--- src/rtl/lcd_avalon_ctrl.sv ---
// lcd_avalon_ctrl: Avalon-MM slave that turns single-byte writes into
// HD44780-style LCD bus cycles (setup, enable pulse, hold, execution wait).
// After reset it waits for panel power-up and plays a fixed init sequence
// before it starts accepting transfers.
module lcd_avalon_ctrl #(
    parameter int unsigned POWERUP_CYC   = 750000,
    parameter int unsigned SETUP_CYC     = 4,
    parameter int unsigned EN_CYC        = 16,
    parameter int unsigned HOLD_CYC      = 4,
    parameter int unsigned EXEC_CYC      = 2000,
    parameter int unsigned LONG_EXEC_CYC = 82000
) (
    input  logic       clk,
    input  logic       reset,
    input  logic       address,
    input  logic       chipselect,
    input  logic       byteenable,
    input  logic       read,
    input  logic       write,
    input  logic [7:0] writedata,
    output logic       waitrequest,
    output logic [7:0] readdata,
    output logic [1:0] response,
    output logic [7:0] LCD_DATA,
    output logic       LCD_RW,
    output logic       LCD_EN,
    output logic       LCD_RS,
    output logic       LCD_ON,
    output logic       LCD_BLON
);

    // The counter is sized for the longest wait, never narrower than 20 bits.
    localparam int unsigned MAX_A = (POWERUP_CYC > LONG_EXEC_CYC) ? POWERUP_CYC : LONG_EXEC_CYC;
    localparam int unsigned MAX_B = (MAX_A > EXEC_CYC) ? MAX_A : EXEC_CYC;
    localparam int          CNT_W = ($clog2(MAX_B + 1) > 20) ? $clog2(MAX_B + 1) : 20;

    typedef enum logic [2:0] {
        PWR_WAIT = 3'd0,
        INIT     = 3'd1,
        IDLE     = 3'd2,
        SETUP    = 3'd3,
        PULSE    = 3'd4,
        HOLD     = 3'd5,
        EXEC     = 3'd6
    } state_t;

    state_t           r_state;
    logic [CNT_W-1:0] r_cnt;
    logic             r_lcd_en;
    logic [7:0]       r_lcd_data;
    logic             r_lcd_rs;
    logic             r_waitrequest;
    logic [1:0]       r_init_idx;
    logic             r_init_active;

    logic             w_accept;
    logic             w_start;
    logic             w_cnt_last;
    logic [CNT_W-1:0] w_cnt_dec;
    logic             w_long;

    // Power-on instruction table: 8-bit 2-line, display on, entry inc, clear.
    function automatic logic [7:0] init_byte(input logic [1:0] idx);
        case (idx)
            2'd0:    init_byte = 8'h38;
            2'd1:    init_byte = 8'h0C;
            2'd2:    init_byte = 8'h06;
            default: init_byte = 8'h01;
        endcase
    endfunction

    // A transfer completes on any idle cycle; only a byte-enabled write starts a bus cycle.
    assign w_accept   = (r_state == IDLE) && chipselect && (write || read);
    assign w_start    = w_accept && write && byteenable;
    // Every timed state counts its length down to 1, then moves on.
    assign w_cnt_last = (r_cnt <= CNT_W'(1));
    assign w_cnt_dec  = r_cnt - CNT_W'(1);
    // Clear (0x01) and home (0x02/0x03) instructions need the long wait.
    assign w_long     = !r_lcd_rs && (r_lcd_data[7:2] == 6'd0) && (r_lcd_data != 8'h00);

    // Main sequencer: state, shared down-counter and all registered panel outputs.
    always_ff @(posedge clk) begin
        if (reset) begin
            r_state       <= PWR_WAIT;
            r_cnt         <= CNT_W'(POWERUP_CYC);
            r_lcd_en      <= 1'b0;
            r_lcd_data    <= 8'h00;
            r_lcd_rs      <= 1'b0;
            r_waitrequest <= 1'b1;
            r_init_idx    <= 2'd0;
            r_init_active <= 1'b1;
        end else begin
            case (r_state)
                PWR_WAIT: begin
                    if (w_cnt_last) begin
                        r_state    <= INIT;
                        r_init_idx <= 2'd0;
                    end else begin
                        r_cnt <= w_cnt_dec;
                    end
                end
                INIT: begin
                    r_lcd_data <= init_byte(r_init_idx);
                    r_lcd_rs   <= 1'b0;
                    r_cnt      <= CNT_W'(SETUP_CYC);
                    r_state    <= SETUP;
                end
                IDLE: begin
                    if (w_start) begin
                        r_lcd_data    <= writedata;
                        r_lcd_rs      <= address;
                        r_cnt         <= CNT_W'(SETUP_CYC);
                        r_waitrequest <= 1'b1;
                        r_state       <= SETUP;
                    end else begin
                        r_waitrequest <= 1'b0;
                    end
                end
                SETUP: begin
                    if (w_cnt_last) begin
                        r_lcd_en <= 1'b1;
                        r_cnt    <= CNT_W'(EN_CYC);
                        r_state  <= PULSE;
                    end else begin
                        r_cnt <= w_cnt_dec;
                    end
                end
                PULSE: begin
                    if (w_cnt_last) begin
                        r_lcd_en <= 1'b0;
                        r_cnt    <= CNT_W'(HOLD_CYC);
                        r_state  <= HOLD;
                    end else begin
                        r_cnt <= w_cnt_dec;
                    end
                end
                HOLD: begin
                    if (w_cnt_last) begin
                        r_cnt   <= w_long ? CNT_W'(LONG_EXEC_CYC) : CNT_W'(EXEC_CYC);
                        r_state <= EXEC;
                    end else begin
                        r_cnt <= w_cnt_dec;
                    end
                end
                EXEC: begin
                    if (w_cnt_last) begin
                        if (r_init_active && (r_init_idx != 2'd3)) begin
                            r_init_idx <= r_init_idx + 2'd1;
                            r_state    <= INIT;
                        end else begin
                            r_init_active <= 1'b0;
                            r_waitrequest <= 1'b0;
                            r_state       <= IDLE;
                        end
                    end else begin
                        r_cnt <= w_cnt_dec;
                    end
                end
                default: begin
                    r_state       <= PWR_WAIT;
                    r_cnt         <= CNT_W'(POWERUP_CYC);
                    r_lcd_en      <= 1'b0;
                    r_waitrequest <= 1'b1;
                    r_init_idx    <= 2'd0;
                    r_init_active <= 1'b1;
                end
            endcase
        end
    end

    assign waitrequest = r_waitrequest;
    assign LCD_EN      = r_lcd_en;
    assign LCD_DATA    = r_lcd_data;
    assign LCD_RS      = r_lcd_rs;
    // Write-only panel, always powered with backlight on; reads return zero, OKAY.
    assign LCD_RW      = 1'b0;
    assign LCD_ON      = 1'b1;
    assign LCD_BLON    = 1'b1;
    assign readdata    = 8'h00;
    assign response    = 2'b00;

endmodule

--- config.mk ---
export PLATFORM = sky130hd
export DESIGN_NAME = lcd_avalon_ctrl
export DESIGN_NICKNAME = d
export VERILOG_FILES = /design/src/rtl/lcd_avalon_ctrl.sv
export SDC_FILE = /design/constraint.sdc
export NUM_CORES = 1
export LEC_CHECK = 0
export BUFFER_PORTS_ARGS = -buffer_cell sky130_fd_sc_hd__buf_4
export CORE_MARGIN = 5
export CORE_UTILIZATION = 40
export CTS_CLUSTER_SIZE = 28
export DETAILED_ROUTE_END_ITERATION = 6
export HOLD_SLACK_MARGIN = 0.03
export SETUP_SLACK_MARGIN = 0.1
export SLEW_MARGIN = 20
export SYNTH_ARGS = -nofsm -noshare
export SYNTH_HDL_FRONTEND = slang
export SYNTH_SLANG_ARGS = --single-unit
--- constraint.sdc ---
create_clock -name clk -period 6.1 [get_ports clk]
set_clock_uncertainty 0.05 [all_clocks]
set_input_delay 0.305 -clock clk [delete_from_list [all_inputs] [get_ports clk]]
set_output_delay 0.305 -clock clk [all_outputs]
set_load 0.02 [all_outputs]
==> flow_summary.yaml <==
sta:
  maxSlewViolCount: 0
  tightest_slew_ps: 970
  fin_crit_ps: 3110
  hold_viol: 0
  slew_headroom_pct: 35.1
  setup_viol: 0
  setup_slack_ps: 2990
  min_period_over_period_pct: 50.9
  fin_tns_setup_ps: 0
  timing.fmax_mhz: 322
  grt_setup_unrepaired: "false"
logic_synthesis:
  yosysSeqAreaShare_pct: 30.8
  synth.distinct_cells: 60
  synth_top_family_by_area: "simple AND/OR/NAND/NOR gates"
  yosysWarnings: 0
  synthMuxAreaShare_pct: 0.833
  postSynth.asyncResetShare_pct: 0
  synth_fa_ha_area_share_pct: 3.54
  synth_top_area_share_pct: 30.8
  synth_edf_count: 0
  yosys.area_share.simple_pct: 28.3
  syn_area_um2: 2400
  post_synth.cell_area_avg_um2: 7.68
  yosys.area.top_type: "dfxtp_1"
  synth_flop_cell: "dfxtp_1"
  ys_seq_elements: 37
  synth_compound_area_share_pct: 25.8
  netlist_instances: 313
  synth_area_leaders: "dfxtp_1, nor2_1, nor3_1, a21oi_1, buf_4"
  synthXorXnorAreaFrac_pct: 1.82
clock_tree:
  cts_tree: "done"
  ctsResizeCount: 0
  cts_inserted_buffers: 5
  path_clk_slew_ps: 80
  insertion_delay_ps: 300
  htree_levels: 2
  cts_root_buf: "clkbuf_8"
  hold_buffers: 0
  clkSinkCount: 37
  cts_buffer_depth: 2
  post-cts-setup-buffers: 0
global_route:
  grt_pass1_vias: 2085
  grt_max_degree: 37
  overflow: 0
  met2_usage_pct: 24.5
  grt-busiest-layer: "met1"
  use_met3_pct: 3.88
  grt.total_usage_pct: 17.2
  grt_util_met1_pct: 24.8
  antenna_found_initial: 0
  grt_pass1_wl_mm: 10.4
critical_path:
  reg2reg_depth: 6
  worstSetupStartpointType: "flip-flop"
  rrSetupSlack_ps: 2990
  cp-end-kind: "flip-flop"
  reg2reg_from: "r_cnt[4]"
  r2r_end: "r_cnt[16]"
  endpoint: "r_cnt[16]"
  crit_start: "r_cnt[4]"
  criticalPathCategory: "flip-flop to flip-flop"
  required_ps: 6230
  cp_max_fo: 14
  critPathArrivalTime_ps: 3230
power_and_ir_drop:
  finalPower_uw: 536
  p_leak_nw: 0.894
  power_density_nw_per_um2: 200
  peakVddDrop_uv: 83.3
finish:
  layout-drive-gt1-share_pct: 13.8
  fillCellCount: 601
  antennaDiodeCount: 0
  design_area_um2: 2680
  fin_nets: 347
  area_growth_pct: 11.5
job:
  drv_cap: 0
detailed_routing:
  wire_per_inst_um: 15.8
  ant_nets: 0
  drt_iter0_drc: 114
  dr.pass1.iters: 4
  route.detailed.drc: 0
  vias: 2322
  vias_per_cell: 5.78
  routed_wirelength_mm: 6.35
placement:
  post-dp-hpwl_mm: 4.57
  preCtsSetupSlack_ps: 3000
  gp_congestion: 0.825
  post_dp_cell_area_um2: 2560
  port_buffers: 24
die:
  die_x_um: 87.5
  core_area_um2: 5890
  initial_core_util_pct: 40.8
  die_y_um: 87.5
  ios: 39
  dieArea_um2: 7660
  num_rows: 28
outcome:
  status: "finished clean"
hold_path:
  hold_class: "input pin to flip-flop"
  worstHoldStart: "writedata[6]"
critical path, cell delays in order, from the launching register on:
cell and delay, ps:
dfxtp_1 410, or4_4 610, or3_1 520, nor2_1 790, nor2_1 270, a31oi_1 230, nand4_1 90
report_power, final:
group	switching [mW]	internal [mW]	total [mW]
Clock	0.0920	0.133	0.225
Combinational	0.0326	0.0208	0.0534
Sequential	0.00988	0.247	0.257
Total	0.134	0.401	0.536
registers in the layout (all words and copies together), names as in the netlist:
signal / flops
LCD_DATA: 8
LCD_EN: 1
LCD_RS: 1
r_cnt: 20
r_init_active: 1
r_init_idx: 2
r_state: 3
waitrequest: 1
worst min-delay path by stage:
stage / to / slack (ps) / cells after the start
finish: LCD_DATA[6] / 220 / 3
global route: LCD_RS / 230 / 3
floorplan: r_init_active / 380 / 2
detailed placement: r_init_active / 410 / 2
CTS: LCD_DATA[6] / 210 / 3
global placement: r_init_active / 400 / 2
routing by layer:
layer	part of all wire, %	vias to the layer above	wire length (um)
met2	46	52	2910
met3	3.7	7	236
li1	-	1171	-
met4	1.7	0	106
met1	49	1092	3100
met5	0	-	0
cells in the mapped netlist, drive strengths merged (2+ instances only):
master,instances
a211o,4
a211oi,10
a21boi,3
a21o,2
a21oi,22
a221o,2
a31oi,9
buf,15
clkbuf,17
conb,2
dfxtp,37
ha,6
inv,7
mux2i,2
nand2,15
nand2b,7
nand3,15
nor2,32
nor2b,7
nor3,25
nor4,8
o2111ai,2
o211ai,2
o21ai,14
o22a,3
o311ai,3
o31ai,3
or2,4
or3,6
or4,5
xnor2,3
xor2,2
cell usage in the layout (no fill, tap or decap), drive strengths merged, types with 8 or more instances in the layout:
master,n
nor4,8
conb,13
a31oi,9
nor3,25
nor2,32
buf,27
dfxtp,37
a211oi,10
a21oi,22
nand2,15
nand3,15
o21ai,14
through the flow:
| step | std cells | util [%] | hold WS, ps |
|---|---|---|---|
| floorplan | 324 | - | 385 |
| global placement | 394 | 43.5 | 400 |
| global route | 402 | 45.5 | 226 |
| finish | 402 | 45.5 | 222 |
| CTS | 402 | 45.5 | 214 |
| detailed placement | 394 | 43.5 | 415 |
area by class of cell:
cell class	instances	area [um^2]	area share (%)
clock inverter	1	30.0	1.12
clock buffer	7	86.3	3.22
multi-input combinational	248	1500	55.9
sequential	37	741	27.7
tap	75	93.8	3.50
inverter	7	26.3	0.981
timing repair buffer	27	203	7.57
cells by family after synthesis:
group	after synthesis
buffers and inverters	39
AOI/OAI and AO/OA	91
other	2
xor gates and xnor gates	5
adders and majority gates	7
and+or+nand+nor	130
muxes	2
DFF	37
(Power assumes the default switching activity.)
